==> src/rtl/cfu_l2_initiator.sv <==
// cfu_l2_initiator: CFU-L2 initiator with request holding register, outstanding limit, response skid buffer and optional watchdog (CFU_L2_INITIATOR_TIMEOUT_EN)
module cfu_l2_initiator #(
    parameter int CFU_FUNC_ID_W   = 10,
    parameter int CFU_DATA_W      = 32,
    parameter int CFU_STATE_ID_W  = 1,
    parameter int MAX_OUTSTANDING = 4,
    parameter int TIMEOUT_CYCLES  = 255
) (
    input  logic                      clk,
    input  logic                      rst,
    output logic                      clk_en,
    input  logic                      cmd_valid,
    output logic                      cmd_ready,
    input  logic [CFU_STATE_ID_W-1:0] cmd_state,
    input  logic [CFU_FUNC_ID_W-1:0]  cmd_func,
    input  logic [CFU_DATA_W-1:0]     cmd_data0,
    input  logic [CFU_DATA_W-1:0]     cmd_data1,
    output logic                      req_valid,
    input  logic                      req_ready,
    output logic                      req_cfu,
    output logic [CFU_STATE_ID_W-1:0] req_state,
    output logic [CFU_FUNC_ID_W-1:0]  req_func,
    output logic                      req_insn,
    output logic [CFU_DATA_W-1:0]     req_data0,
    output logic [CFU_DATA_W-1:0]     req_data1,
    input  logic                      resp_valid,
    output logic                      resp_ready,
    input  logic [2:0]                resp_status,
    input  logic [CFU_DATA_W-1:0]     resp_data,
    output logic                      rsp_valid,
    input  logic                      rsp_ready,
    output logic [2:0]                rsp_status,
    output logic [CFU_DATA_W-1:0]     rsp_data,
    output logic [15:0]               err_count,
    output logic [3:0]                outstanding,
    output logic                      timeout
);
    typedef enum logic {EMPTY, FULL} hold_t;
    hold_t                 hold;
    logic                  req_hs, cmd_hs, resp_hs, sb_push, sb_pop, sb_wr, sb_rd;
    logic [1:0]            sb_count;
    logic [2:0]            sb_status [2];
    logic [CFU_DATA_W-1:0] sb_data [2];

    assign clk_en     = 1'b1;
    assign req_cfu    = 1'b0;
    assign req_insn   = 1'b0;
    assign req_valid  = hold == FULL;
    assign req_hs     = req_valid & req_ready;
    assign cmd_ready  = !rst && (hold == EMPTY || req_hs) &&
                        (({1'b0, outstanding} + 5'(req_valid)) < 5'(MAX_OUTSTANDING));
    assign cmd_hs     = cmd_valid & cmd_ready;
    assign resp_ready = !rst && sb_count != 2'd2 && outstanding != 4'd0;
    assign resp_hs    = resp_valid & resp_ready;
    assign sb_pop     = rsp_ready && sb_count != 2'd0;
    assign sb_push    = resp_hs && !(sb_count == 2'd0 && rsp_ready);
    assign rsp_valid  = sb_count != 2'd0 || resp_hs;
    assign rsp_status = sb_count != 2'd0 ? sb_status[sb_rd] : resp_hs ? resp_status : 3'd0;
    assign rsp_data   = sb_count != 2'd0 ? sb_data[sb_rd] : resp_hs ? resp_data : '0;

    // Holding register: capture a command, hold it stable until the request handshake
    always_ff @(posedge clk) begin
        if (rst) begin
            hold      <= EMPTY;
            req_state <= '0;
            req_func  <= '0;
            req_data0 <= '0;
            req_data1 <= '0;
        end else if (cmd_hs) begin
            hold      <= FULL;
            req_state <= cmd_state;
            req_func  <= cmd_func;
            req_data0 <= cmd_data0;
            req_data1 <= cmd_data1;
        end else if (req_hs) begin
            hold <= EMPTY;
        end
    end

    // In-flight count: up on request handshake, down on response handshake
    always_ff @(posedge clk) begin
        if (rst)
            outstanding <= 4'd0;
        else if (req_hs && !resp_hs)
            outstanding <= outstanding + 4'd1;
        else if (!req_hs && resp_hs)
            outstanding <= outstanding - 4'd1;
    end

    // Skid buffer pointers and occupancy; storage is only written on push
    always_ff @(posedge clk) begin
        if (rst) begin
            sb_count <= 2'd0;
            sb_wr    <= 1'b0;
            sb_rd    <= 1'b0;
        end else begin
            sb_count <= sb_count + 2'(sb_push) - 2'(sb_pop);
            if (sb_push)
                sb_wr <= ~sb_wr;
            if (sb_pop)
                sb_rd <= ~sb_rd;
        end
    end

    // Skid buffer storage
    always_ff @(posedge clk) begin
        if (sb_push) begin
            sb_status[sb_wr] <= resp_status;
            sb_data[sb_wr]   <= resp_data;
        end
    end

    // Saturating count of responses carrying a nonzero status
    always_ff @(posedge clk) begin
        if (rst)
            err_count <= 16'd0;
        else if (resp_hs && resp_status != 3'd0 && err_count != 16'hFFFF)
            err_count <= err_count + 16'd1;
    end

`ifdef CFU_L2_INITIATOR_TIMEOUT_EN
    logic [15:0] wd_cnt, wd_next;

    assign wd_next = (resp_hs || outstanding == 4'd0) ? 16'd0 :
                     (wd_cnt == 16'hFFFF) ? wd_cnt : wd_cnt + 16'd1;

    // Watchdog: counts cycles without response progress, sticky flag on expiry
    always_ff @(posedge clk) begin
        if (rst) begin
            wd_cnt  <= 16'd0;
            timeout <= 1'b0;
        end else begin
            wd_cnt <= wd_next;
            if (wd_next >= 16'(TIMEOUT_CYCLES))
                timeout <= 1'b1;
        end
    end
`else
    assign timeout = 1'b0;
`endif
endmodule

==> config.mk <==
export PLATFORM = sky130hd
export DESIGN_NAME = cfu_l2_initiator
export DESIGN_NICKNAME = d
export VERILOG_FILES = /design/src/rtl/cfu_l2_initiator.sv
export SDC_FILE = /design/constraint.sdc
export NUM_CORES = 1
export LEC_CHECK = 0
export CORE_ASPECT_RATIO = 0.9
export CORE_MARGIN = 1.5
export CORE_UTILIZATION = 30
export DETAILED_ROUTE_END_ITERATION = 8
export GPL_ROUTABILITY_DRIVEN = 1
export GPL_TIMING_DRIVEN = 0
export PLACE_DENSITY = 0.59
export SETUP_SLACK_MARGIN = 0.5
export SLEW_MARGIN = 20
export SYNTH_ARGS = -nofsm -noshare
export SYNTH_HDL_FRONTEND = slang
export SYNTH_SLANG_ARGS = --single-unit
==> constraint.sdc <==
create_clock -name clk -period 7.8 [get_ports clk]
set_input_delay 1.56 -clock clk [delete_from_list [all_inputs] [get_ports clk]]
set_output_delay 1.56 -clock clk [all_outputs]
set_load 0.02 [all_outputs]
# Word-level counts from Yosys, hierarchy flattened
# Memory sizes are Yosys's and may differ from the RTL's. A register that Yosys moved wholly into a read port is not among the register bits.
# Index checks and enable logic that the tools add are counted.
[totals] memories=2 inputBits=116 reg_bits=100 elab_cells=64 ramBits=70
[memory_table] memory="sb_data" depth=2 width=32 read_ports=1 rd_ports_with_merged_regs=1 wr=1 line_no="43" rtl="logic [CFU_DATA_W-1:0] sb_data [2];"
[memory_table] memory="sb_status" depth=2 width=3 read_ports=1 rd_ports_with_merged_regs=1 wr=1 line_no="42" rtl="logic [2:0] sb_status [2];"
[classes] add_sub_neg=6 muxes=14 bitwise=6 magnitude_cmp=1 eq_ne=2 n_reduce_logical=23
[ops] cell="32-bit two-way mux" n=2
[ops] cell="16-bit by 1-bit adder with 16-bit output (second input constant)" n=1
[ops] cell="16-bit != test (second input constant)" n=1
[ops] cell="1-bit logical AND" n=11
[ops] cell="1-bit two-way mux" n=8
[ops] cell="4-bit two-way mux" n=2
[ops] cell="3-bit two-way mux" n=2
[ops] cell="2-bit nonzero test" n=3
[ops] cell="4-bit by 1-bit adder with 5-bit output" n=1
[ops] cell="5-bit by 3-bit < comparator with 1-bit output (second input constant)" n=1
[ops] cell="4-bit by 1-bit adder with 4-bit output (second input constant)" n=1
[ops] cell="1-bit logical NOT" n=4
[ops] cell="4-bit nonzero test" n=1
[ops] cell="4-bit by 1-bit subtractor with 4-bit output (second input constant)" n=1
[ops] cell="1-bit AND" n=3
[ops] cell="1-bit NOT" n=3
[ops] cell="3-bit nonzero test" n=1
[ops] cell="2-bit by 1-bit adder with 2-bit output" n=1
[ops] cell="2-bit logical NOT" n=1
[ops] cell="1-bit logical OR" n=2
[ops] cell="2-bit != test (second input constant)" n=1
[ops] cell="2-bit by 1-bit subtractor with 2-bit output" n=1

# Logic depth before layout (Yosys ltp)
# Gate-level depths: netlist (run 1).
[logic_depth] depth_word=7 ltp_mapped=12

# Least setup slack after synthesis (run 1)
# Ideal clock, no wire load.
[synth_timing] kind="in2reg" startpoint="input port resp_valid" endpoint="memory sb_data[0][0] (enable)" setup_slack_ns=3.455 arrival_ns=3.914 t_required_ns=7.369 stages=6 n_path_buf=1 setup_ns=0.431 cell_sequence="nor2b_1 -> and3_1 -> buf_2 -> inv_2 -> a21oi_1 -> nor2b_1"
[synth_between] elab_chain_cells=4
[synth_rtl] element="from (decl)" line_no="26" rtl="input logic resp_valid,"
[synth_rtl] element="1-bit AND" line_no="54" rtl="assign resp_hs = resp_valid & resp_ready;"
[synth_rtl] element="1-bit logical AND" line_no="56" rtl="assign sb_push = resp_hs && !(sb_count == 2'd0 && rsp_ready);"
[synth_rtl] element="net sb_push" line_no="40" rtl="logic req_hs, cmd_hs, resp_hs, sb_push, sb_pop, sb_wr, sb_rd;"
[synth_rtl] element="1-bit two-way mux" line_no="107" rtl="if (sb_push) begin"
[synth_rtl] element="1-bit two-way mux (implied by the code)" line_no="109" rtl="sb_data[sb_wr] <= resp_data;"
[synth_rtl] element="to (decl)" line_no="43"
# The timed path passes the listed nets, and every way through them passes these cells.

# Final worst setup path (run 1)
[layout_timing] startpoint="input port rst" endpoint="output port rsp_data[1]"
[layout_between] elab_chain_cells=6
[layout_rtl] element="from (decl)" line_no="10" rtl="input logic rst,"
[layout_rtl] element="1-bit logical NOT" line_no="53" rtl="assign resp_ready = !rst && sb_count != 2'd2 && outstanding != 4'd0;"
[layout_rtl] element="1-bit logical AND (2 in series)" line_no="53"
[layout_rtl] element="1-bit AND" line_no="54"
[layout_rtl] element="32-bit two-way mux (2 in series)" line_no="59" rtl="assign rsp_data = sb_count != 2'd0 ? sb_data[sb_rd] : resp_hs ? resp_data : '0;"
[layout_rtl] element="to (decl)" line_no="33" rtl="output logic [CFU_DATA_W-1:0] rsp_data,"
# No other way between the ends.

==> out/metrics.yaml, run 1 <==
outcome:
  status: "complete, no violations"
logic_synthesis:
  synth_area_mm2: 0.007071
  synth_top_area_share: 0.2973
  syn_inst: 680
  async_reset_ff_frac: 0
  synth_ff_type: "dfxtp_1"
  ys_warn_count: 0
  synth.distinct_cells: 43
  ys_ff_latch: 171
  yosysTopAreaCell: "edfxtp_1"
  syn_avg_cell_area_um2: 10.40
  yosysSeqAreaShare: 0.5833
  synth_edf_count: 70
  synth_area_leaders: "edfxtp_1 (30%), dfxtp_1 (29%), nand2b_1 (6.8%), mux2i_1 (5.1%), o21ai_0 (4.8%)"
pwr:
  power.leakage_nw: 3.625
  peakVddDrop_mv: 0.1942
  p_total_w: 0.003402
  power_density_mw_per_mm2: 320.6
cells_and_area:
  layout_commonest_cell: "clkdlybuf4s50_1"
  ff_latch_area_mm2: 0.004124
  nFillCells: 2215
  fin_nets: 1075
  n_antenna_cell: 0
  syn_to_final_growth_pct: 50.10
  final_cell_mix: "clkdlybuf4s50_1 (249), dfxtp_1 (101), nand2_1 (85)"
  multi_input_area_mm2: 0.002659
  drive_gt1_frac: 0.06839
timing:
  period_needed_ps: 5722
  worst_pin_slew_ps: 791.8
  fin_crit_sh: 0.7336
  rsz0062_at_grt: "false"
  hold_viol_final: 0
  slew_headroom: 0.4721
  clock_skew_ps: 15.81
  fin_setup_tns_ps: 0
  drv_slew: 0
  timing.fmax_ghz: 0.1748
  setup_violations: 0
clock_tree:
  numCtsBuffers: 17
  post_cts_buffers: 0
  holdBufCountCts: 0
  htree_levels: 4
  cts_tree: "built"
  path_clk_slew_ps: 60
  cts_buffer_depth: 2
  clkSinkCount: 171
  cts_resized: 0
  clockRootBuffer: "clkbuf_16"
  insertion_delay_ps: 430
place:
  io_buffers: 249
  routabilityCongestion: 0.7851
  place_hpwl_um: 14490
floorplan:
  die_width_um: 164.8
  die_h_um: 148.6
  initial_utilization: 0.3038
  rows: 53
  boundaryPins: 254
  core_mm2: 0.02328
  fp.dieArea_mm2: 0.02450
grt:
  antenna_found_initial: 0
  gr-total-overflow: 0
  first_global_vias: 5694
  grt_max_degree: 20
  grt_pass1_wl_um: 30630
  grtUsageTotal: 0.1629
worst_setup_path:
  worstSetupStartpointType: "input port"
  crit_start: "rst"
  reg2reg_from: "outstanding[1]$_SDFFE_PP0P_"
  end_kind: "output pin"
  path_max_fanout: 10
  required_ps: 6240
  cp.arrival_ps: 4160
  crit_type: "input port to output pin"
routing:
  ant_nets: 0
  drt_pass1_iterations: 5
  drt_iter0_drc: 262
  wirelength_um: 19770
  vias_per_cell: 4.502
  wire_per_inst_um: 15.60
  vias: 5704
  drcViolationCount: 0
run:
  maxCapViolCount: 0
hold_path:
  min-delay-start: "req_func[7]$_SDFFE_PP0P_"
  hold_path.class: "flop to flop"
==> area by class of cell <==
cell class | count | area share
Inverter | 5 | 0.001768
Multi-Input combinational cell | 457 | 0.2505
Buffer | 49 | 0.02688
Sequential cell | 171 | 0.3886
Clock buffer | 17 | 0.04008
Clock inverter | 15 | 0.01651
Tap cell | 302 | 0.03560
Timing Repair Buffer | 251 | 0.2400
==> logic make-up (layout without fill, tap and decap cells) <==
group,Yosys count,in the layout,synth area share
and+or+nand+nor,266,266,0.1902
DFF,171,171,0.5833
AOI/OAI and AO/OA,126,126,0.09538
buffers and inverters,54,337,0.04300
muxes,37,37,0.05256
xor gates and xnor gates,17,17,0.02106
adders and majority gates,7,7,0.01345
other,2,4,0.001062
==> where the power goes <==
| group | internal, W | total [W] | switching (W) |
|---|---|---|---|
| Combinational | 0.000623 | 0.00137 | 0.000749 |
| Sequential | 0.00109 | 0.00117 | 0.0000852 |
| Clock | 0.000458 | 0.000856 | 0.000397 |
==> worst max-delay path, stage by stage <==
cell,delay (ps)
clkdlybuf4s50_1,620
nor2b_1,250
and3_1,160
buf_2,190
clkbuf_1,450
nand3_1,120
o21ai_0,110
clkdlybuf4s50_1,680
==> worst paths after layout <==
path / to / cells past startpoint / slack [ps]
worst max-delay path: rsp_data[1] / 8 / 2080
worst min-delay path: req_func[7]$_SDFFE_PP0P_ / 2 / 460
worst min register to register: req_func[7]$_SDFFE_PP0P_ / 2 / 460
worst max register to register: outstanding[3]$_SDFFE_PP0P_ / 12 / 4870
==> cell usage after synthesis (2+ instances only) <==
| library cell | number |
|---|---|
| buf_6 | 9 |
| inv_1 | 4 |
| nor2b_1 | 5 |
| nand4_1 | 6 |
| and2_1 | 4 |
| or3_1 | 2 |
| nand2_1 | 85 |
| a21o_1 | 3 |
| a21oi_1 | 7 |
| and3_1 | 4 |
| o21ai_0 | 68 |
| dfxtp_1 | 101 |
| edfxtp_1 | 70 |
| nand3_1 | 41 |
| nor4_1 | 5 |
| conb_1 | 2 |
| xnor2_1 | 15 |
| buf_1 | 9 |
| buf_2 | 3 |
| mux2i_1 | 36 |
| clkbuf_1 | 16 |
| xor2_1 | 2 |
| nor2_1 | 25 |
| ha_1 | 6 |
| o21ai_1 | 41 |
| o22ai_1 | 3 |
| clkbuf_2 | 6 |
| nand2b_1 | 77 |
| buf_4 | 6 |
| nor3_1 | 6 |
==> registers in the layout, indices dropped and copies added, names as in the netlist, named ones only <==
register     cells
sb_wr            1
sb_rd            1
req_data1       32
req_valid        1
err_count       16
sb_count         2
sb_data         64
req_state        1
req_func        10
outstanding      4
req_data0       32
sb_status        6
==> stage by stage <==
step	setup slack, ps	hold slack, ps	std cells	utilization	cell area, µm²
global placement	1445	450.1	1233	0.4274	9948
CTS	1969	465.8	1267	0.4559	10610
global route	1826	480.4	1267	0.4559	10610
finish	2078	462.2	1267	0.4559	10610
detailed placement	1958	454.5	1235	0.4301	10010
floorplan	3455	481.3	682	-	7078
==> per-layer routing <==
metal | part of all wire | track usage | wire length [µm]
met4 | 0.013 | 0.04505 | 250
met2 | 0.44 | 0.2515 | 8762
met5 | 0 | 0 | 0
met3 | 0.10 | 0.07836 | 2056
met1 | 0.44 | 0.2022 | 8698
(Power assumes the default switching activity.)
==> inputs of run 2 (changes only) <==
Clock period 7.8 ns to 5.9 ns, I/O delays scaled along.
==> results of run 2 <==
Same layout as run 1 (identical final DEF). Status: complete, no violations.
Among the figures that moved: setup slack after placement 1958 ps -> 817.5 ps; setup slack after layout 2078 ps -> 937.6 ps; register-to-register setup slack 4870 ps -> 2970 ps; total power 0.003402 W -> 0.004498 W; worst IR drop on VDD 0.1942 mV -> 0.2568 mV
